## src/rtl/mixer_ctrl_pkg.sv

```systemverilog
`default_nettype none
// +--------------------------------------------------------------------------+
// | mixer_ctrl_pkg : op codes, FSM encodings and gain helpers for mixer_ctrl |
// | Revision 1.0                                                              |
// +--------------------------------------------------------------------------+
package mixer_ctrl_pkg;

  typedef enum logic [1:0] {
    OP_SET_IN  = 2'd0,
    OP_SET_OUT = 2'd1,
    OP_SWAP    = 2'd2,
    OP_RSVD    = 2'd3
  } op_e;

  typedef enum logic [1:0] {
    R_IDLE = 2'd0,
    R_IN   = 2'd1,
    R_OUT  = 2'd2
  } ramp_state_e;

  typedef enum logic [1:0] {
    S_IDLE      = 2'd0,
    S_ISSUE     = 2'd1,
    S_WAIT_RISE = 2'd2,
    S_WAIT_FALL = 2'd3
  } swap_state_e;

  // Unity gain in the mixer's fixed-point format (gain_shift integer bits above q1).
  function automatic int unsigned unity_gain(input int unsigned dw, input int unsigned gs);
    return 32'd1 << (dw - 1 - gs);
  endfunction

endpackage
`default_nettype wire

```

## src/rtl/mixer_ctrl_gain_ramp_step.sv

```systemverilog
`default_nettype none
// +--------------------------------------------------------------------------+
// | gain_ramp_step : one bounded step of a gain toward its target            |
// | Revision 1.0                                                              |
// +--------------------------------------------------------------------------+
module gain_ramp_step #(
  parameter int DATA_WIDTH = 16
) (
  input  logic [DATA_WIDTH-1:0] cur,
  input  logic [DATA_WIDTH-1:0] target,
  input  logic [DATA_WIDTH-1:0] step,
  output logic [DATA_WIDTH-1:0] next,
  output logic                  no_change
);

  logic [DATA_WIDTH:0] cur_w;
  logic [DATA_WIDTH:0] tgt_w;
  logic [DATA_WIDTH:0] step_w;
  logic [DATA_WIDTH:0] diff_w;
  logic [DATA_WIDTH:0] delta_w;
  logic [DATA_WIDTH:0] sum_w;
  logic                going_up;
  logic                unused_msb;

  // One guard bit keeps the difference and the stepped value from wrapping.
  always_comb begin
    cur_w     = {1'b0, cur};
    tgt_w     = {1'b0, target};
    step_w    = {1'b0, step};
    going_up  = (tgt_w > cur_w);
    no_change = (cur == target);
    diff_w    = going_up ? (tgt_w - cur_w) : (cur_w - tgt_w);
    delta_w   = (diff_w < step_w) ? diff_w : step_w;
    sum_w     = going_up ? (cur_w + delta_w) : (cur_w - delta_w);
    next      = sum_w[DATA_WIDTH-1:0];
  end

  assign unused_msb = sum_w[DATA_WIDTH];

endmodule
`default_nettype wire

```

## src/rtl/mixer_ctrl.sv

```systemverilog
`default_nettype none
// +--------------------------------------------------------------------------+
// | mixer_ctrl : gain-ramp and pipeline-swap sequencer in front of the mixer |
// | Revision 1.0                                                              |
// +--------------------------------------------------------------------------+
module mixer_ctrl
  import mixer_ctrl_pkg::*;
#(
  parameter int DATA_WIDTH   = 16,
  parameter int GAIN_SHIFT   = 4,
  parameter int RAMP_STEP    = 16,
  parameter int SWAP_TIMEOUT = 255
) (
  input  logic                  clk,
  input  logic                  reset,
  input  logic                  cmd_valid,
  output logic                  cmd_ready,
  input  logic [1:0]            cmd_op,
  input  logic [DATA_WIDTH-1:0] cmd_data,
  input  logic                  sample_tick,
  input  logic                  pipelines_swapping,
  output logic [DATA_WIDTH-1:0] mixer_data,
  output logic                  set_input_gain,
  output logic                  set_output_gain,
  output logic                  swap_pipelines,
  output logic                  current_pipeline,
  output logic                  ramping,
  output logic                  cmd_error,
  output logic                  swap_fault
);

  localparam logic [DATA_WIDTH-1:0] c_unity = DATA_WIDTH'(unity_gain(DATA_WIDTH, GAIN_SHIFT));
  localparam logic [DATA_WIDTH-1:0] c_step  = DATA_WIDTH'(RAMP_STEP);
  localparam int                    c_cnt_w = $clog2(SWAP_TIMEOUT + 1);
  localparam logic [c_cnt_w-1:0]    c_tmo   = c_cnt_w'(SWAP_TIMEOUT);
  localparam logic [c_cnt_w-1:0]    c_one   = c_cnt_w'(1);

  ramp_state_e           ramp_state_q, ramp_state_d;
  swap_state_e           swap_state_q, swap_state_d;
  logic                  tick_pending_q, tick_pending_d;
  logic                  swap_pending_q, swap_pending_d;
  logic [DATA_WIDTH-1:0] in_cur_q, in_cur_d;
  logic [DATA_WIDTH-1:0] in_tgt_q, in_tgt_d;
  logic [DATA_WIDTH-1:0] out_cur_q, out_cur_d;
  logic [DATA_WIDTH-1:0] out_tgt_q, out_tgt_d;
  logic [DATA_WIDTH-1:0] mixer_data_q, mixer_data_d;
  logic                  set_in_q, set_in_d;
  logic                  set_out_q, set_out_d;
  logic                  swap_q, swap_d;
  logic                  cur_pipe_q, cur_pipe_d;
  logic                  ramping_q, ramping_d;
  logic                  cmd_error_q, cmd_error_d;
  logic                  swap_fault_q, swap_fault_d;
  logic                  cmd_ready_q, cmd_ready_d;
  logic [c_cnt_w-1:0]    timer_q, timer_d;

  logic [DATA_WIDTH-1:0] in_next;
  logic [DATA_WIDTH-1:0] out_next;
  logic                  in_same;
  logic                  out_same;
  logic                  cmd_fire;

  gain_ramp_step #(.DATA_WIDTH(DATA_WIDTH)) u_in_step (
    .cur       (in_cur_q),
    .target    (in_tgt_q),
    .step      (c_step),
    .next      (in_next),
    .no_change (in_same)
  );

  gain_ramp_step #(.DATA_WIDTH(DATA_WIDTH)) u_out_step (
    .cur       (out_cur_q),
    .target    (out_tgt_q),
    .step      (c_step),
    .next      (out_next),
    .no_change (out_same)
  );

  assign cmd_fire = cmd_valid & cmd_ready_q;

  always_comb begin
    ramp_state_d   = ramp_state_q;
    swap_state_d   = swap_state_q;
    tick_pending_d = tick_pending_q;
    swap_pending_d = swap_pending_q;
    in_cur_d       = in_cur_q;
    in_tgt_d       = in_tgt_q;
    out_cur_d      = out_cur_q;
    out_tgt_d      = out_tgt_q;
    mixer_data_d   = mixer_data_q;
    set_in_d       = 1'b0;
    set_out_d      = 1'b0;
    swap_d         = 1'b0;
    cur_pipe_d     = cur_pipe_q;
    cmd_error_d    = 1'b0;
    swap_fault_d   = swap_fault_q;
    timer_d        = timer_q;

    // Ramp slots: the input slot is always followed by the output slot.
    case (ramp_state_q)
      R_IDLE: begin
        if (tick_pending_q) begin
          ramp_state_d   = R_IN;
          tick_pending_d = 1'b0;
        end
      end
      R_IN: begin
        if (!in_same) begin
          in_cur_d     = in_next;
          mixer_data_d = in_next;
          set_in_d     = 1'b1;
        end
        ramp_state_d = R_OUT;
      end
      R_OUT: begin
        if (!out_same) begin
          out_cur_d    = out_next;
          mixer_data_d = out_next;
          set_out_d    = 1'b1;
        end
        ramp_state_d = R_IDLE;
      end
      default: ramp_state_d = R_IDLE;
    endcase

    if (sample_tick) begin
      tick_pending_d = 1'b1;
    end

    case (swap_state_q)
      S_IDLE: begin
        if (swap_pending_q) begin
          swap_state_d = S_ISSUE;
        end
      end
      S_ISSUE: begin
        swap_d         = 1'b1;
        cur_pipe_d     = ~cur_pipe_q;
        swap_pending_d = 1'b0;
        timer_d        = c_tmo;
        swap_state_d   = S_WAIT_RISE;
      end
      S_WAIT_RISE: begin
        if (pipelines_swapping) begin
          swap_state_d = S_WAIT_FALL;
        end else if (timer_q == '0) begin
          swap_fault_d = 1'b1;
          swap_state_d = S_IDLE;
        end else begin
          timer_d = timer_q - c_one;
        end
      end
      S_WAIT_FALL: begin
        if (!pipelines_swapping) begin
          swap_state_d = S_IDLE;
        end
      end
      default: swap_state_d = S_IDLE;
    endcase

    // Commands are only accepted while no swap is pending, so they never
    // collide with the swap FSM clearing swap_pending.
    if (cmd_fire) begin
      case (op_e'(cmd_op))
        OP_SET_IN:  in_tgt_d       = cmd_data;
        OP_SET_OUT: out_tgt_d      = cmd_data;
        OP_SWAP:    swap_pending_d = 1'b1;
        default:    cmd_error_d    = 1'b1;
      endcase
    end

    cmd_ready_d = ~swap_pending_d;
    ramping_d   = (in_cur_d != in_tgt_d) | (out_cur_d != out_tgt_d);
  end

  always_ff @(posedge clk or posedge reset) begin
    if (reset) begin
      ramp_state_q   <= R_IDLE;
      swap_state_q   <= S_IDLE;
      tick_pending_q <= 1'b0;
      swap_pending_q <= 1'b0;
      in_cur_q       <= c_unity;
      in_tgt_q       <= c_unity;
      out_cur_q      <= c_unity;
      out_tgt_q      <= c_unity;
      mixer_data_q   <= '0;
      set_in_q       <= 1'b0;
      set_out_q      <= 1'b0;
      swap_q         <= 1'b0;
      cur_pipe_q     <= 1'b0;
      ramping_q      <= 1'b0;
      cmd_error_q    <= 1'b0;
      swap_fault_q   <= 1'b0;
      cmd_ready_q    <= 1'b1;
      timer_q        <= '0;
    end else begin
      ramp_state_q   <= ramp_state_d;
      swap_state_q   <= swap_state_d;
      tick_pending_q <= tick_pending_d;
      swap_pending_q <= swap_pending_d;
      in_cur_q       <= in_cur_d;
      in_tgt_q       <= in_tgt_d;
      out_cur_q      <= out_cur_d;
      out_tgt_q      <= out_tgt_d;
      mixer_data_q   <= mixer_data_d;
      set_in_q       <= set_in_d;
      set_out_q      <= set_out_d;
      swap_q         <= swap_d;
      cur_pipe_q     <= cur_pipe_d;
      ramping_q      <= ramping_d;
      cmd_error_q    <= cmd_error_d;
      swap_fault_q   <= swap_fault_d;
      cmd_ready_q    <= cmd_ready_d;
      timer_q        <= timer_d;
    end
  end

  assign cmd_ready        = cmd_ready_q;
  assign mixer_data       = mixer_data_q;
  assign set_input_gain   = set_in_q;
  assign set_output_gain  = set_out_q;
  assign swap_pipelines   = swap_q;
  assign current_pipeline = cur_pipe_q;
  assign ramping          = ramping_q;
  assign cmd_error        = cmd_error_q;
  assign swap_fault       = swap_fault_q;

endmodule
`default_nettype wire

```

## config.mk

```make
export PLATFORM = sky130hd
export DESIGN_NAME = mixer_ctrl
export DESIGN_NICKNAME = d
export VERILOG_FILES = /design/src/rtl/mixer_ctrl_pkg.sv /design/src/rtl/mixer_ctrl_gain_ramp_step.sv /design/src/rtl/mixer_ctrl.sv
export SDC_FILE = /design/constraint.sdc
export NUM_CORES = 1
export LEC_CHECK = 0
export CAP_MARGIN = 25
export CORE_UTILIZATION = 60
export CTS_BUF_LIST = sky130_fd_sc_hd__clkbuf_4 sky130_fd_sc_hd__clkbuf_8
export DETAILED_ROUTE_END_ITERATION = 8
export PLACE_DENSITY = 0.87
export SLEW_MARGIN = 15
export SYNTH_ARGS = -nofsm -noshare
export SYNTH_HDL_FRONTEND = slang
export SYNTH_SLANG_ARGS = --single-unit
```

## constraint.sdc

```tcl
create_clock -name clk -period 12.9 [get_ports clk]
set_input_delay 2.58 -clock clk [delete_from_list [all_inputs] [get_ports clk]]
set_output_delay 2.58 -clock clk [all_outputs]
set_load 0.02 [all_outputs]
```

Yosys cells after proc, flatten, opt, wreduce, memory -nomap -nowiden
Index checks and enable logic that the tools add are counted.
- register bits: 102
- input bits: 23
- output and inout bits: 24
- logic and storage cells: 106
- add/subtract/negate cells: 9
- order comparisons: 4
- equality and inequality tests: 19
- muxes and demuxes: 39
- bitwise logic cells: 5
- reductions and logical operators: 12
- operators with widths (operator ; number):
    $mux W16 ; 14
    $sub A16 B16 Y17 ; 4
    $lt A17 B5 Y1 const B ; 2
    $mux W17 ; 2
    $add A16 B16 Y16 ; 2
    $eq A16 B16 Y1 ; 2
    $gt A16 B16 Y1 ; 2
    $ne A16 B16 Y1 ; 2
    $pmux W16 S2 ; 1
    $sub A16 B16 Y16 ; 2
    $mux W8 ; 2
    $pmux W8 S2 ; 1
    $ne A2 B2 Y1 const B ; 7
    $mux W1 ; 12
    $reduce_and A3 Y1 ; 4
    $mux W2 ; 5
    $eq A2 B2 Y1 const B ; 4
    $logic_not A8 Y1 ; 1
    $pmux W2 S4 ; 1
    $sub A8 B1 Y8 const B ; 1
    $eq A2 B1 Y1 const B ; 3
    $logic_not A2 Y1 ; 3
    $reduce_bool A2 Y1 ; 3
    $pmux W2 S2 ; 1
    5 further kinds ; 7

Longest topological paths before layout
- depth in word-level cells: 10
- mapped depth: 31
- gate-level depth less buffers: 30

Modules after synthesis
A second synthesis with hierarchy kept.
- cells, all modules: 1313
- area, all modules: 11382.2 µm²
- modules (own cells, without submodules) (module ; instances ; cells each ; area an instance (µm²) ; sequential area each (µm²)):
    mixer_ctrl ; 1 ; 347 ; 4566.9 ; 2558.7
    gain_ramp_step (u_in_step) ; 1 ; 498 ; 3529.6 ; 0.0
    gain_ramp_step (u_out_step) ; 1 ; 468 ; 3285.7 ; 0.0

Worst setup path after synthesis
No wires, ideal clock.
- path kind: reg2reg
- start point: reg in_cur_q[11]
- end point: reg ramping_q (netlist: ramping)
- library setup time: 134 ps
- data arrival time: 6691 ps
- required time: 12766 ps
- path slack: 6075 ps
- stages on the path, launching flop included: 30
- path buffers: 2
- period minus slack after synthesis: 6825 ps
- cells stage by stage: dfstp_2 -> inv_1 -> ha_1 -> buf_2 -> nand4_1 -> nor4_4 -> nor2_1 -> o31a_1 -> buf_6 -> a211oi_1 -> mux2i_1 -> a2111oi_0 -> nand2b_1 -> ha_1 -> inv_1 -> nor3b_1 -> nand2_1 -> nand2_1 -> ha_1 -> or3_1 -> a21oi_1 -> o21a_1 -> a21oi_1 -> o2111a_1 -> a311o_1 -> or4_1 -> nor4_1 -> nand4_1 -> nor4b_1 -> mux2i_1
- longest elaborated chain between the ends: 10
- elaborated cells on any way between the ends: 14
- those cells by class: 4 x add/sub; 2 x order compare; 2 x eq/ne; 5 x mux; 1 x bitwise
- RTL lines (element ; RTL line ; RTL):
    start: declaration ; mixer_ctrl.sv:42 ; logic [DATA_WIDTH-1:0] in_cur_q, in_cur_d;
    start signal: assignment ; mixer_ctrl.sv:182 ; in_cur_q <= c_unity;
    start signal: assignment ; mixer_ctrl.sv:201 ; in_cur_q <= in_cur_d;
    $sub A16 B16 Y17 / $gt A16 B16 Y1 (equally long branches) ; mixer_ctrl_gain_ramp_step.sv:32, mixer_ctrl_gain_ramp_step.sv:30 ;
    $mux W17 ; mixer_ctrl_gain_ramp_step.sv:32 ; diff_w = going_up ? (tgt_w - cur_w) : (cur_w - tgt_w);
    $lt A17 B5 Y1 ; mixer_ctrl_gain_ramp_step.sv:33 ; delta_w = (diff_w < step_w) ? diff_w : step_w;
    $mux W16 ; mixer_ctrl_gain_ramp_step.sv:33 ;
    $sub A16 B16 Y16 / $add A16 B16 Y16 (equally long branches) ; mixer_ctrl_gain_ramp_step.sv:34 ; sum_w = going_up ? (cur_w + delta_w) : (cur_w - delta_w);
    $mux W16 ; mixer_ctrl_gain_ramp_step.sv:34 ;
    $mux W16 ; mixer_ctrl.sv:108 ; if (!in_same) begin
    $mux W16 * ; mixer_ctrl.sv:100 ; case (ramp_state_q)
    $ne A16 B16 Y1 * ; mixer_ctrl.sv:173 ; ramping_d = (in_cur_d != in_tgt_d) | (out_cur_d != out_tgt_d);
    $or A1 B1 Y1 * ; mixer_ctrl.sv:173 ;
    via ramping_d ; mixer_ctrl.sv:51 ; logic ramping_q, ramping_d;
    end signal: assignment ; mixer_ctrl.sv:210 ; ramping_q <= ramping_d;
    end: declaration ; mixer_ctrl.sv:51 ;
The timed path passes the listed nets; every way through them passes the cells marked *.
A chain may end at the register's enable or synchronous reset.

Worst setup path in the final report
- start point: reg in_cur_q[10]
- end point: reg ramping_q (netlist: ramping)
The elaborated chain is that of the path after synthesis.

==> flow_summary.json <==
{
  "fin_crit_sh": 0.647,
  "rsz0062_at_grt": "no",
  "finalMaxSlewViolations": 0,
  "startpoint": "in_cur_q[10]$_DFF_PP0_",
  "multi_input_area_mm2": 0.00743,
  "setup_ws_ps": 4550,
  "critPathMaxStageDelay_ps": 680,
  "fin_skew_ps": 22.7,
  "r2r-start": "in_cur_q[10]$_DFF_PP0_",
  "grt_max_degree": 58,
  "r2r_cells": 28,
  "wl_um": 33300,
  "ys_types": 75,
  "wl_per_cell_um": 21.1,
  "cts_hold_buf": 0,
  "track_usage": 0.372,
  "grtUsageMet1": 0.532,
  "htreeDepth": 3,
  "met2_usage": 0.545,
  "worstPathArrival_ps": 8620,
  "gp_congestion": 0.980,
  "hold_start": "current_pipeline$_DFFE_PP0P_",
  "worst_hold_path_type": "reg2reg",
  "synth_edf_count": 0,
  "post_cts_buffers": 0,
  "vias_per_cell": 6.61,
  "dr.pass1.iters": 5,
  "cp-end-kind": "register",
  "synth_ff_type": "dfrtp_1",
  "antenna_found_initial": 0,
  "slew_headroom": 0.318,
  "n_fill_cell": 1456,
  "antenna_cells": 0,
  "dpl_worst_slack_ps": 4870,
  "yosys_register_bits": 102,
  "drtIter0Drc": 1046,
  "clkTransAtPathRegs_ps": 120,
  "required_ps": 13170,
  "clockRootBuffer": "clkbuf_8",
  "tightest_slew_ps": 997,
  "core_mm2": 0.0173,
  "path_class": "reg2reg",
  "clk_path_buf_depth": 2,
  "grt_pass1_vias": 9569,
  "fin_nets": 1472,
  "period_minus_slack_ps": 8350,
  "remaining_drc_errors": 0,
  "synthCells": 1333,
  "cp-start-kind": "register",
  "ant_nets": 0,
  "ys_warn_count": 0,
  "cts_made_buffers": 9,
  "hold_end": "current_pipeline$_DFFE_PP0P_",
  "critPathMaxFanout": 23,
  "drive_gt1_frac": 0.0549,
  "boundaryPins": 47,
  "r2r_end": "ramping$_DFF_PP0_",
  "syn_avg_cell_area_um2": 8.00,
  "grtUsageMet3": 0.0924,
  "synth_area_mm2": 0.0107,
  "critical_path.most_common_cell": "ha_1",
  "rrSetupSlack_ps": 4550,
  "clkLatencyLatePin_ps": 410,
  "area_growth_pct": 7.66,
  "final_util": 0.664,
  "final_cells": 1573,
  "grt.overflow.total": 0,
  "register_area_mm2": 0.00256,
  "cts_tree": "built",
  "cts-resized-gates": 0,
  "die_w_um": 135,
  "dp.cells": 1556,
  "cap_violations": 0,
  "place_hpwl_um": 26100,
  "clkSinkCount": 102,
  "initial_utilization": 0.616,
  "synthesis.nets": 1462,
  "portBuffers": 46,
  "synthArstFlopShare": 1.00,
  "tns_ps": 0,
  "slowest_stage": "nor4_4",
  "ys_seq_area_frac": 0.240,
  "busiest_layer": "met2",
  "max_freq_ghz": 0.120,
  "num_vias": 10400,
  "grt_pass1_wl_um": 52200,
  "setup_viol": 0,
  "placementRows": 48,
  "status": "complete, no violations",
  "min_path_cells": 1,
  "fp.dieH_um": 135,
  "dieArea_mm2": 0.0183,
  "hold_viol_final": 0
}
## state kept, by name, indices dropped and copies added, names as in the netlist
register	count
swap_state_q	2
tick_pending_q	1
cmd_error	1
out_cur_q	16
ramping	1
swap_pipelines	1
swap_pending_q	1
in_tgt_q	16
ramp_state_q	2
set_input_gain	1
out_tgt_q	16
in_cur_q	16
mixer_data	16
cmd_ready	1
timer_q	8
swap_fault	1
current_pipeline	1
set_output_gain	1
## worst max-delay path by stage
stage | end | cells past startpoint
4_1_cts | ramping$_DFF_PP0_ | 28
6_report | ramping$_DFF_PP0_ | 28
3_3_place_gp | ramping$_DFF_PP0_ | 28
5_1_grt | ramping$_DFF_PP0_ | 28
2_1_floorplan | ramping$_DFF_PP0_ | 29
3_5_place_dp | ramping$_DFF_PP0_ | 28
## cell usage after synthesis, types with 7 or more instances
cell type  count  area share
a2111oi_0     14       0.011
a211o_1       11      0.0090
nand2b_1      21       0.012
o21a_1        23       0.016
nor4_1        10      0.0059
xnor2_1       54       0.044
a31oi_1       25       0.015
nand2_1      119       0.042
nor2b_1       14      0.0082
nand3_1       23       0.011
nor3_1        33       0.015
a211oi_1      21       0.015
mux2_2        22       0.023
or3_1          8      0.0047
o21bai_1       9      0.0063
clkbuf_1      37       0.013
and3_1        13      0.0076
o211ai_1      16       0.011
buf_2         13      0.0061
and4_1         7      0.0057
nand3b_1       7      0.0049
a21o_1        31       0.022
mux2i_1       26       0.024
nor3b_1        7      0.0049
o31ai_1        7      0.0049
ha_1         100        0.12
o21ai_0       91       0.043
o31a_1         7      0.0057
xor2_1        37       0.030
inv_1        113       0.040
nor2_1        93       0.033
dfrtp_1       97        0.23
nand4_1       14      0.0082
and2_1        11      0.0065
a21oi_1       95       0.045
## per-stage QoR
step           cell area (um2)  hold WS (ps)
6_report                 11500           488
5_1_grt                  11500           503
4_1_cts                  11500           489
3_5_place_dp             11200           455
3_3_place_gp             11200           447
2_1_floorplan            10700           454
## worst max-delay path, delay by kind of cell, from the launching register on
kind / cells / cell delay [ps]
AOI/OAI and AO/OA: 8 / 2680
adders and majority gates: 3 / 1040
buffers and inverters: 3 / 400
DFF: 1 / 440
muxes: 2 / 240
and+or+nand+nor: 12 / 3400
## routing by layer
metal  share of wire  wire [um]  vias up
met4           0.029        951        0
met3            0.10       3420       71
met5               0          0        -
met1            0.45      14800     4942
li1                -          -     4828
met2            0.42      14100      560
## cells by family after synthesis
group	synth area share
XOR/XNOR	0.0747
AO/OA/AOI/OAI	0.252
buffers and inverters	0.0656
adder cells (fa/ha/maj)	0.129
AND/OR/NAND/NOR	0.192
flip-flops	0.240
multiplexers	0.0476
## layout make-up
type,count,area share
clock buffer,9,0.0108
clock inverter,7,0.00905
inverter,115,0.0378
multi-input combinational,1058,0.648
sequential,102,0.223
tap,225,0.0245
timing repair buffer,57,0.0474
## cells in the final DEF (no fill, tap or decap), types with 7 or more instances in the layout
master and count:
a21oi_1 95, and2_1 11, inv_1 112, nor3_1 33
mux2i_1 26, o211ai_1 16, clkdlybuf4s50_1 46, nand2b_1 21
mux2_2 22, clkbuf_8 9, nand4_1 14, ha_1 100
buf_4 9, and3_1 13, nor3b_1 7, a31oi_1 24
a211o_1 11, o21ai_0 91, xor2_1 37, nor2_1 93
nor2b_1 14, o21bai_1 9, nand3b_1 7, a211oi_1 21
o31ai_1 7, or3_1 8, a2111oi_0 14, and4_1 7
dfrtp_1 97, o21a_1 23, a21o_1 31, xnor2_1 54
nor4_1 10, nand2_1 119, nand3_1 23, o31a_1 7
Power is left out: the tool's default activity adds up to more than one toggle a clock period on the data nets, which glitch-free logic cannot reach.
